$ cat config.mk
export PLATFORM = sky130hd
export DESIGN_NAME = clk_divider_multi
export DESIGN_NICKNAME = d
export VERILOG_FILES = /design/src/rtl/clkdiv_pkg.sv /design/src/rtl/clkdiv_channel.sv /design/src/rtl/clk_divider_multi.sv
export SDC_FILE = /design/constraint.sdc
export NUM_CORES = 1
export LEC_CHECK = 0
export ABC_AREA = 1
export CAP_MARGIN = 15
export CORE_MARGIN = 8
export CORE_UTILIZATION = 35
export CTS_BUF_LIST = sky130_fd_sc_hd__clkbuf_8
export CTS_CLUSTER_DIAMETER = 60
export DETAILED_ROUTE_END_ITERATION = 10
export PLACE_DENSITY_LB_ADDON = 0.08
export SYNTH_ARGS = -nofsm -noshare
export SYNTH_HDL_FRONTEND = slang
export SYNTH_HIERARCHICAL = 1
export SYNTH_SLANG_ARGS = --single-unit
$ cat constraint.sdc
create_clock -name clk -period 1.9 [get_ports clk]
set_input_delay 0.285 -clock clk [delete_from_list [all_inputs] [get_ports clk]]
set_output_delay 0.285 -clock clk [all_outputs]
set_load 0.01 [all_outputs]
$ cat src/rtl/clkdiv_pkg.sv
// Shared constants for the multi-channel clock divider.
package clkdiv_pkg;
  localparam int DEF_WIDTH = 16;

  localparam logic MODE_TOGGLE = 1'b0;
  localparam logic MODE_PULSE  = 1'b1;
endpackage

$ cat src/rtl/clkdiv_channel.sv
// One divider channel: counter, active/pending divisor, toggle or pulse output.
module clkdiv_channel
  import clkdiv_pkg::*;
#(
  parameter int WIDTH     = DEF_WIDTH,
  parameter int RESET_DIV = 0
) (
  input  logic             clk,
  input  logic             rst,
  input  logic             en,
  input  logic             mode,
  input  logic             wr_hit,
  input  logic [WIDTH-1:0] wr_div,
  output logic             out_clk,
  output logic             tick,
  output logic             busy
);
  logic [WIDTH-1:0] cnt_q, cnt_d;
  logic [WIDTH-1:0] act_q, act_d;
  logic [WIDTH-1:0] pend_q, pend_d;
  logic             pf_q, pf_d;
  logic             out_q, out_d;
  logic             tick_q, tick_d;
  logic             tc;

  // cnt never exceeds act, so the equality compare is the whole terminal test
  assign tc = (cnt_q == act_q);

  // Next-state: count, swap in pending divisor only at a phase boundary
  always_comb begin
    cnt_d  = cnt_q;
    act_d  = act_q;
    pend_d = pend_q;
    pf_d   = pf_q;
    out_d  = out_q;
    tick_d = 1'b0;
    if (!en) begin
      // Idle channel: no phase to protect, so a pending divisor lands now
      cnt_d = '0;
      out_d = 1'b0;
      if (pf_q) begin
        act_d = pend_q;
        pf_d  = 1'b0;
      end
      if (wr_hit) begin
        pend_d = wr_div;
        pf_d   = 1'b1;
      end
    end else if (tc) begin
      cnt_d  = '0;
      tick_d = 1'b1;
      out_d  = (mode == MODE_TOGGLE) ? ~out_q : 1'b0;
      if (wr_hit) begin
        // Write on the boundary itself bypasses the pending slot
        act_d  = wr_div;
        pend_d = wr_div;
        pf_d   = 1'b0;
      end else if (pf_q) begin
        act_d = pend_q;
        pf_d  = 1'b0;
      end
    end else begin
      cnt_d = cnt_q + WIDTH'(1);
      if (wr_hit) begin
        pend_d = wr_div;
        pf_d   = 1'b1;
      end
    end
  end

  // State register with synchronous reset taking priority over everything
  always_ff @(posedge clk) begin
    if (rst) begin
      cnt_q  <= '0;
      act_q  <= WIDTH'(RESET_DIV);
      pend_q <= WIDTH'(RESET_DIV);
      pf_q   <= 1'b0;
      out_q  <= 1'b0;
      tick_q <= 1'b0;
    end else begin
      cnt_q  <= cnt_d;
      act_q  <= act_d;
      pend_q <= pend_d;
      pf_q   <= pf_d;
      out_q  <= out_d;
      tick_q <= tick_d;
    end
  end

  assign out_clk = out_q;
  assign tick    = tick_q;
  assign busy    = pf_q;
endmodule

$ cat src/rtl/clk_divider_multi.sv
// Multi-channel programmable clock divider: write decode plus channel array.
module clk_divider_multi
  import clkdiv_pkg::*;
#(
  parameter int NCH       = 4,
  parameter int WIDTH     = DEF_WIDTH,
  parameter int RESET_DIV = 0,
  localparam int CHW      = (NCH > 1) ? $clog2(NCH) : 1
) (
  input  logic             clk,
  input  logic             rst,
  input  logic [NCH-1:0]   en,
  input  logic [NCH-1:0]   mode,
  input  logic             wr_en,
  input  logic [CHW-1:0]   wr_ch,
  input  logic [WIDTH-1:0] wr_div,
  output logic [NCH-1:0]   out_clk,
  output logic [NCH-1:0]   out_clk_n,
  output logic [NCH-1:0]   tick,
  output logic [NCH-1:0]   busy
);
  logic [NCH-1:0] wr_hit;

  // Out-of-range channel numbers match no instance and are dropped
  for (genvar i = 0; i < NCH; i++) begin : g_ch
    assign wr_hit[i] = wr_en && (wr_ch == CHW'(i));

    clkdiv_channel #(
      .WIDTH    (WIDTH),
      .RESET_DIV(RESET_DIV)
    ) u_ch (
      .clk    (clk),
      .rst    (rst),
      .en     (en[i]),
      .mode   (mode[i]),
      .wr_hit (wr_hit[i]),
      .wr_div (wr_div),
      .out_clk(out_clk[i]),
      .tick   (tick[i]),
      .busy   (busy[i])
    );
  end

  assign out_clk_n = ~out_clk;
endmodule

; Word-level counts from Yosys, hierarchy flattened
; Cells that the tools add are included.
[classes]
add_sub_neg = 4
n_eq_ne = 15
n_bitwise = 9
n_reduce_logical = 13
n_mux = 40
[op_table]
columns = operator, n
row1 = $mux W16, 16
row2 = $add A16 B1 Y16 const B, 4
row3 = $eq A16 B16 Y1, 4
row4 = $mux W1, 24
row5 = $ne A3 B1 Y1 const B, 4
row6 = $reduce_or A3 Y1, 4
row7 = $ne A2 B1 Y1 const B, 4
row8 = $not A1 Y1, 8
row9 = $reduce_or A2 Y1, 4
row10 = $eq A2 B2 Y1 const B, 2
row11 = $logic_and A1 B1 Y1, 4
row12 = $not A4 Y4, 1
row13 = $eq A2 B1 Y1 const B, 1
row14 = $logic_not A2 Y1, 1
[totals]
inputBits = 29
word_cells = 105
ff_bits = 204

; Depth between registers and ports, before layout
; Gate-level depths: netlist of the first run.
[depth]
word_depth = 5
mapped_depth = 12
depth_no_buf = 10

; Cells and area by module
; The synthesis of the first run kept the hierarchy.
[modules_own_cells]
columns = mod, cells_each, n_inst, area_each_um2
row1 = clkdiv_channel (g_ch[0].u_ch ...), 420, 3, 2740.1
row2 = clkdiv_channel (g_ch[3].u_ch), 423, 1, 2718.9
row3 = clk_divider_multi, 12, 1, 45.0

; Least setup slack after synthesis of the first run
; No wires, ideal clock.
[synth_path]
path_kind = register to register
startpoint = register g_ch[0].u_ch.cnt_q[0]
endpoint = register g_ch[0].u_ch.cnt_q[14]
arrival_ns = 1.319
path_stages_with_launch = 9
n_path_buf = 0
slack_ns = 0.460
setup_ns = 0.122
cell_sequence = dfxtp_1 -> ha_1 -> nand2_1 -> nor3_2 -> inv_1 -> nor2_1 -> nand2_1 -> o21ai_0 -> a21oi_1
[synth_between]
elab_chain_cells = 2
elab_cells_between_ends = 3
cone_classes = add/sub: 1 / eq/ne: 1 / reduce/logical: 1
[synth_rtl]
columns = item, line
row1 = "start, declared", clkdiv_channel.sv:18  ; logic [WIDTH-1:0] cnt_q, cnt_d;
row2 = "start signal, assigned", clkdiv_channel.sv:81  ; cnt_q <= cnt_d;
row3 = branches (longest 2 deep; another with $add A16 B1 Y16), --
; Parallel ways; which one is timed is not known.
; A chain may end at the register's enable or synchronous reset.

; Worst setup path in the final report of the first run
[layout_path]
startpoint = register g_ch[0].u_ch.pf_q
endpoint = output port busy[0]
[layout_lines]
columns = item, line
row1 = "start, declared", clkdiv_channel.sv:21  ; logic pf_q, pf_d;
row2 = "start signal, assigned", clkdiv_channel.sv:84  ; pf_q <= pf_d;
row3 = "end, declared", clk_divider_multi.sv:20  ; output logic [NCH-1:0] busy
; No word-level cell between the ends.

==> results.cfg, run 1 <==
[route]
drc = 0
wire_length_per_cell_um = 13.7
vias_per_cell = 4.61
detailedRoute.firstIterationViolations = 417
via_count = 10200
postRouteAntennaNets = 0
drt_wl_total_um = 30200
drtPass1Iterations = 4

[placed_design]
placed_area_um2 = 12200
finalWeightedCongestion = 0.753
place.port_buffers = 44
hpwl_um = 21400

[floorplan]
design.portCount = 45
die-area_um2 = 37300
core_area_um2 = 31200
chipHeight_um = 193
number_of_cell_rows = 65
initial_utilization = 0.352
die_x_um = 193

[worst_setup_path]
timing.critical_path.buf_inv = 1
timing.critical_path.required_ns = 1.62
worst_path_max_delay_cell = sky130_fd_sc_hd__clkdlybuf4s50_1
critPathTopFamily = buffers and inverters
kind_of_start_point_of_the_critical_path = flip-flop
timing.critical_path.slowest_cell_delay_ns = 0.58
setup.worst_path.class = reg -> out
cp.arrival_ns = 1.52
worst_reg2reg_path_depth = 10
setup.reg_to_reg.worst_slack_ns = 0.25
worstSetupPathDepth = 1
crit_path_max_fanout = 2
timing.critical_path.to_type = primary output
critical_path.cell_chain = clkdlybuf4s50_1

[timing]
fmax_mhz = 555
relSlewSlack = 0.596
slew_violations = 0
timing.final.hold_violations = 0
tightestPinTransition_ns = 0.603
clock-skew-final_ns = 0.0119
fin_worst_hold_slack_ns = 0.214
setup_viol_count_final = 0
period_share = 0.949
setup_repair_after_global_routing_missed_its_margin = no
period_needed_ns = 1.80

[synthesis]
synth_fp_nets = 1728
synth.ff_latch_count = 204
yosys_warnings = 6
syn_inst = 1695
post_synth_xor_xnor_area = 0.0247
synth_seq_area_share = 0.372
synthAdderAreaFrac = 0.00456
largest_family_of_logic_cells_by_synthesized_area = simple AND/OR/NAND/NOR gates
mappedNetlistArea_um2 = 11000
syn_avg_cell_area_um2 = 6.48
area_fraction_in_compound_gates_after_synthesis = 0.141
synth-simple-area-share = 0.348
synthMuxAreaShare = 0
yosys.cell_types.count = 30

[cells_and_area]
layout-drive-gt1-share = 0.120
finish.instance_area_um2 = 12900
fillers = 3378
syn_to_final_growth_pct = 17.6
layout.nets = 1812
num_antenna_cells = 0
post-route-util = 0.414

[clock_tree]
numCtsBuffers = 40
clock_sinks = 204
cts-resized-gates = 0
post_cts_clock_slew_at_the_launch_and_capture_registers_of_the_worst_setup_and_hold_paths_ns = 0.05
cts_setup_buffers = 0
clock-root-buffer = sky130_fd_sc_hd__clkbuf_8
cts_htree_levels = 2
postCtsHoldBufs = 0
clock_tree_from_tritoncts = built
clock_tree.buffer_depth = 3
worst_skew_pair.late_latency_ns = 0.53

[worst_hold_path]
hold_class = in -> reg
timing.hold.worst_path_depth = 2

[global_route]
grt_antenna_before_repair = 0
grt_pass1_vias = 9531
groute.usage.overall = 0.168
first_pass_grt_wire_length_um = 51100
grt_start_max_net_pins = 33
overflow = 0

[power]
cellLeakagePower_nw = 5.73
peak_vdd_ir_v = 0.000421
power.density_cell_area_nw_per_um2 = 807

[outcome]
run_status = finished, final reports clean

[flow_run]
timing.max_cap.violations = 0
-- metrics by stage --
step	std cells	TNS (ns)	setup WS, ns	power [W]
6_report	2208	0	0.0967	0.0104
5_1_grt	2208	0	0.0272	0.0110
4_1_cts	2208	0	0.0513	0.0106
3_5_place_dp	2139	-8.74	-0.257	0.00625
3_3_place_gp	2139	-7.02	-0.222	0.00624
2_1_floorplan	1695	0	0.460	0.00576
-- layout by cell type, fill, tap and decap left out --
master	n
sky130_fd_sc_hd__clkinv_2	2
sky130_fd_sc_hd__dfxtp_1	204
sky130_fd_sc_hd__ha_1	4
sky130_fd_sc_hd__inv_2	14
sky130_fd_sc_hd__buf_2	1
sky130_fd_sc_hd__or2_2	7
sky130_fd_sc_hd__o31ai_1	3
sky130_fd_sc_hd__o21ai_0	56
sky130_fd_sc_hd__inv_1	203
sky130_fd_sc_hd__clkbuf_8	50
sky130_fd_sc_hd__nor3_1	47
sky130_fd_sc_hd__a21oi_1	207
sky130_fd_sc_hd__nand2_1	451
sky130_fd_sc_hd__nor3_4	1
sky130_fd_sc_hd__nand4_1	14
sky130_fd_sc_hd__or2_0	3
sky130_fd_sc_hd__nand3_1	47
sky130_fd_sc_hd__nor3_2	4
sky130_fd_sc_hd__a31oi_1	7
sky130_fd_sc_hd__buf_4	71
sky130_fd_sc_hd__xor2_1	31
sky130_fd_sc_hd__nor2_1	247
sky130_fd_sc_hd__nor2_2	10
sky130_fd_sc_hd__buf_12	8
sky130_fd_sc_hd__o22ai_1	11
sky130_fd_sc_hd__o21ai_1	5
sky130_fd_sc_hd__nand2_4	4
sky130_fd_sc_hd__clkdlybuf4s50_1	43
sky130_fd_sc_hd__o211a_1	7
sky130_fd_sc_hd__nand2_2	5
sky130_fd_sc_hd__nand3_2	39
-- registers in the layout, summed over array words and instances (netlist names) --
register and cells:
g_ch.u_ch/busy 4, g_ch.u_ch/pend_q 64, g_ch.u_ch/act_q 64, g_ch.u_ch/tick 4
g_ch.u_ch/out_clk 4, g_ch.u_ch/cnt_q 64
-- worst paths after layout --
| path | startpoint | end |
|---|---|---|
| hold reg to reg | g_ch[2].u_ch/pend_q[3] | g_ch[2].u_ch/pend_q[3] |
| setup / recovery | g_ch[0].u_ch/busy | busy[0] |
| hold / removal | rst | g_ch[3].u_ch/pend_q[3] |
| setup reg to reg | g_ch[2].u_ch/cnt_q[13] | g_ch[2].u_ch/act_q[5] |
-- metal layers --
metal	global-route usage	part of all wire	up-vias
met3	0.0259	0.036	49
met4	0.0518	0.026	0
met2	0.251	0.41	146
met1	0.243	0.53	4450
met5	0	0	-
li1	-	-	5532
-- worst register-to-register path, delay by kind of cell (launching register included) --
kind | cells | cell delay (ns)
AND/OR/NAND/NOR | 7 | 0.69
flip-flops | 1 | 0.42
buffers and inverters | 2 | 0.27
AO/OA/AOI/OAI | 1 | 0.16
-- where the power goes --
group          internal, W  switching (W)  leakage (nW)
Clock              0.00235        0.00192         0.458
Combinational     0.000606       0.000945          3.60
Sequential         0.00448       0.000129          1.66
-- cells in the mapped netlist, drive strengths merged --
master	number	area, µm²
o22ai	11	68.8
ha	4	50.1
or2	10	62.6
o211a	7	70.1
dfxtp	204	4080
nand4	14	87.6
a21oi	207	1040
nand2	460	1770
o21ai	61	305
a31oi	7	43.8
clkbuf	27	101
xor2	31	272
nand3	86	626
o31ai	3	22.5
nor2	257	990
inv	200	751
buf	54	354
nor3	52	292
-- cell families (layout without fill, tap and decap cells) --
kind of cell	count (synthesis)	count (layout)
fa+ha+maj	4	4
xor+xnor	31	31
compound gates	296	296
buf+inv	281	392
simple gates	879	879
flops	204	204
-- final cells by class --
type | instances | area, µm² | area share
multi-input cells | 1210 | 5690 | 0.441
flip-flops and latches | 204 | 4080 | 0.316
repair buffers | 123 | 1130 | 0.0873
inverters | 200 | 751 | 0.0581
clock buffers | 50 | 688 | 0.0533
well taps | 402 | 503 | 0.0389
clock inverters | 19 | 73.8 | 0.00571
Power figures use the tool's default switching activity.
==> run 2: changes to the inputs <==
--- a/config.mk
+++ b/config.mk
@@ -7,7 +7,7 @@
 export LEC_CHECK = 0
 export ABC_AREA = 1
 export CAP_MARGIN = 15
-export CORE_MARGIN = 8
+export CORE_MARGIN = 2
 export CORE_UTILIZATION = 35
 export CTS_BUF_LIST = sky130_fd_sc_hd__clkbuf_8
 export CTS_CLUSTER_DIAMETER = 60
==> run 2 against run 1 <==
Compared with the run above: flip-flop and latch count unchanged; utilization is 0.69 points higher; hold slack gained 0.0098 ns; sequential share of layout area about the same; via count increased by 3.5%; first-iteration DRC count increased by 57%; critical path depth did not move; non-clock buffer count is 9 higher; global-route usage up 2.1 points; design area about the same; critical path type unchanged; critical endpoint is now out_clk[0]; largest cell class unchanged; largest power group unchanged; highest routed layer unchanged.
==> results.cfg, run 2 (synthesis gave the netlist of run 1 again) <==
[outcome]
run_status = finished, final reports clean

[worst_setup_path]
kind_of_start_point_of_the_critical_path = flip-flop
timing.critical_path.slowest_cell_delay_ns = 0.56
critical_path.cell_chain = clkdlybuf4s50_1
critPathTopFamily = buffers and inverters
cp.arrival_ns = 1.48
timing.critical_path.required_ns = 1.62
crit_path_max_fanout = 4
setup.worst_path.class = reg -> out
timing.critical_path.to_type = primary output
worst_path_max_delay_cell = sky130_fd_sc_hd__clkdlybuf4s50_1
timing.critical_path.buf_inv = 1

[floorplan]
initial_utilization = 0.357
core_area_um2 = 30700
number_of_cell_rows = 64
chipHeight_um = 181
die_x_um = 181
die-area_um2 = 32800
design.portCount = 45

[timing]
period_needed_ns = 1.77
fin_worst_hold_slack_ns = 0.224
setup_viol_count_final = 0
setup_repair_after_global_routing_missed_its_margin = no
period_share = 0.929
timing.final.hold_violations = 0
slew_violations = 0
clock-skew-final_ns = 0.0214
relSlewSlack = 0.666
tightestPinTransition_ns = 0.500
fmax_mhz = 566

[cells_and_area]
num_antenna_cells = 0
post-route-util = 0.421
finish.instance_area_um2 = 12900
layout.nets = 1821
fillers = 3339
layout_commonest_cell = sky130_fd_sc_hd__nand2_1
syn_to_final_growth_pct = 17.8
layout-drive-gt1-share = 0.121
mostFrequentLayoutCells = sky130_fd_sc_hd__nand2_1 (451), sky130_fd_sc_hd__nor2_1 (247), sky130_fd_sc_hd__a21oi_1 (207)
largest_registers = g_ch.u_ch/act_q (64), g_ch.u_ch/cnt_q (64), g_ch.u_ch/pend_q (64)

[route]
wire_length_per_cell_um = 14.1
drc = 0
via_count = 10500
vias_per_cell = 4.78
drtPass1Iterations = 5
drt_wl_total_um = 31000
detailedRoute.firstIterationViolations = 655
postRouteAntennaNets = 0

[flow_run]
timing.max_cap.violations = 0

[clock_tree]
cts_htree_levels = 2
numCtsBuffers = 40
worst_skew_pair.late_latency_ns = 0.54
clock_tree_from_tritoncts = built
clock_sinks = 204
clock-root-buffer = sky130_fd_sc_hd__clkbuf_8
cts_setup_buffers = 0
postCtsHoldBufs = 0
clock_tree.buffer_depth = 3
post_cts_clock_slew_at_the_launch_and_capture_registers_of_the_worst_setup_and_hold_paths_ns = 0.05

[placed_design]
finalWeightedCongestion = 0.796
placed_area_um2 = 12300
hpwl_um = 22100
place.port_buffers = 44

[global_route]
grt_pass1_vias = 9791
overflow = 0
first_pass_grt_wire_length_um = 50800
grt_start_max_net_pins = 33
grt_antenna_before_repair = 0
groute.usage.overall = 0.188

[power]
cellLeakagePower_nw = 5.74
power.density_cell_area_nw_per_um2 = 785
peak_vdd_ir_v = 0.000496

[worst_hold_path]
hold_class = in -> reg
run 2: repair_timing:
| item | in CTS | in global routing |
|---|---|---|
| setup endpoints to repair | 1 | 0 |
| endpoints found under the hold margin | 0 | 0 |
| resized for setup | 1 | 0 |
run 2: through the flow:
step	instances	TNS, ns	setup slack [ns]	power [W]
floorplan	1695	0	0.460	0.00576
global placement	2142	-3.77	-0.239	0.00628
detailed placement	2142	-4.08	-0.225	0.00629
CTS	2202	0	0.0914	0.0103
global route	2202	0	0.0168	0.0107
finish	2202	0	0.134	0.0102
run 2: path summary, 6_finish.rpt:
check,from,end,slack [ns],depth (start not counted)
worst min register to register,g_ch[1].u_ch/pend_q[12],g_ch[1].u_ch/pend_q[12],0.46,2
worst min-delay path,rst,g_ch[3].u_ch/pend_q[5],0.22,2
worst max register to register,g_ch[2].u_ch/cnt_q[0],g_ch[2].u_ch/cnt_q[14],0.23,8
worst max-delay path,g_ch[0].u_ch/out_clk,out_clk[0],0.13,1
run 2: metal layers:
metal,track usage,vias up,part of all wire
li1,-,5543,-
met1,0.263,4743,0.49
met2,0.303,190,0.44
met3,0.0268,59,0.042
met4,0.0514,0,0.021
met5,0,-,0
run 2: cell type report:
class | instances | area (µm²) | share of cell area
well taps | 396 | 495 | 0.0383
multi-input cells | 1210 | 5690 | 0.440
clock inverters | 15 | 56.3 | 0.00435
flip-flops and latches | 204 | 4090 | 0.316
clock buffers | 45 | 619 | 0.0479
inverters | 200 | 751 | 0.0580
repair buffers | 132 | 1230 | 0.0954
run 2: power breakdown:
part	switching (W)	total [W]	internal [W]	leakage, nW
Combinational	0.000965	0.00159	0.000621	3.67
Sequential	0.000126	0.00461	0.00448	1.67
Clock	0.00185	0.00396	0.00211	0.403
==> RTL change (settings of run 1) <==
Set the package constant `DEF_WIDTH` to 12 (it was 16).
--- a/src/rtl/clkdiv_pkg.sv
+++ b/src/rtl/clkdiv_pkg.sv
@@ -2,3 +2,3 @@
 package clkdiv_pkg;
-  localparam int DEF_WIDTH = 16;
+  localparam int DEF_WIDTH = 12;
 
Interface: changed (resized wr_div); port bits go from 45 to 41. The function was not compared with the original's and may differ.
==> RTL change against run 1 <==
- worst setup slack better by 0.082 ns
- design area fell by 25%
- sequential cell count is 48 lower
- critical path type unchanged
- highest routed layer unchanged
- wire length fell by 30%
- die area down 23%
- synthesized area is 24% lower
- largest cell class unchanged
- critical endpoint is now busy[3]
- power fell by 25%
==> RTL change: results (changes against run 1) <==
----------------------------------------------------
[Clocking]
  Num CTS Buffers ... 17 (-57%)
  Clock Sinks ... 156 (-24%)
  Worst-Skew Late Latency ... 0.45 ns (-0.08 ns)
  Clock transition time at the flip-flop clock pins of the worst setup and hold paths ... 0.08 ns (+0.03 ns)
  # H-tree levels ... 4 (+2)

[Routing]
  Overall via count from detail_route ... 7586 (-25%)
  Avg Vias per Cell ... 4.67 (+1.3%)
  Total met2 wirelength after detailed routing ... 9940 um (-19%)

[Synthesis]
  Adder and majority gate portion of the synthesized area ... 0.603% (+0.15 points)
  Most area-consuming cells after synthesis ... sky130_fd_sc_hd__dfxtp_1 (38%), sky130_fd_sc_hd__nand2_1 (13%), sky130_fd_sc_hd__a21oi_1 (9.4%), sky130_fd_sc_hd__nor2_1 (7.9%), sky130_fd_sc_hd__inv_1 (5.4%)
  Cell count after synthesis ... 1230 (-27%)
  Post-Synthesis Net Count ... 1259 (-27%)
  Top cells by instance count after synthesis ... sky130_fd_sc_hd__nand2_1 (297), sky130_fd_sc_hd__nor2_1 (175), sky130_fd_sc_hd__a21oi_1 (156), sky130_fd_sc_hd__dfxtp_1 (156), sky130_fd_sc_hd__inv_1 (120)
  Fraction of the yosys area taken by sequential cells ... 37.7% (+0.47 points)
  Compound-gate portion of the synthesized area ... 13.7% (-0.43 points)

[Pwr]
  Largest vdd supply drop ... 341 uV (-19%)
  Combinational logic power ... 1.43 mW (-8%)
  Reported leakage power ... 4.07 nW (-29%)
  Net Sw Frac ... 28.8% (+0.11 points)
  Overall power of the completed layout ... 7.87 mW (-25%)
  Flop pwr share ... 45.4% (+1.2 points)

[Global route]
  Met1 Usage GRT ... 19.6% (-4.6 points)
  Grt met3 use ... 3.24% (+0.65 points)
  Number of global-route vias before repair ... 7172 (-25%)
  First-pass GRT wire length ... 35400 um (-31%)

[Setup path]
  CP startpoint ... g_ch[3].u_ch/busy$_SDFFE_PP0P_

[Finish]
  Ratio of cells with drive above 1 in the final layout ... 11.6% (-0.31 points)

[Placed design]
  Port Buffer Count ... 40 (-9.1%)
  Gp weighted congestion ... 0.766 (+1.6%)
  Setup WS pre-CTS ... -0.136 ns (+0.122 ns)

[Status]
  Result of the run ... finished clean

[Timing]
  Slew margin rel. ... 64.3% (+4.7 points)
  Worst-case clock skew ... 0.0132 ns (+0.00125 ns)
  Final critical delay including setup and external delays ... 1.72 ns (-0.0821 ns)
  Min Hold Slack ... 0.466 ns (+0.252 ns)

[Worst hold path]
  Hold Crit Class ... flop to flop

----------------------------------------------------
-- RTL change: changes by cell type in the layout (fill, tap and decap cells not counted), sizes merged, moves of 27 or more --
cell	change
a21oi	-51
clkbuf	-32
dfxtp	-48
inv	-87
nand2	-162
nor2	-67
xnor2	+27
-- RTL change: worst paths after layout --
| kind | to | cells past startpoint |
|---|---|---|
| worst max-delay path | busy[3] | 1 |
| worst min-delay path | g_ch[0].u_ch/pend_q[7]$_SDFFE_PP0P_ | 2 |
| worst max register to register | g_ch[0].u_ch/act_q[0]$_SDFFE_PP0P_ | 8 |
| worst min register to register | g_ch[0].u_ch/pend_q[7]$_SDFFE_PP0P_ | 2 |
-- RTL change: area by class of cell --
type	count	area (um2)	area share, %
multi-input combinational	884	4300	44.4
clock buffer	18	248	2.55
timing repair buffer	103	936	9.65
clock inverter	14	203	2.09
sequential	156	3120	32.2
inverter	130	488	5.03
tap	319	399	4.11
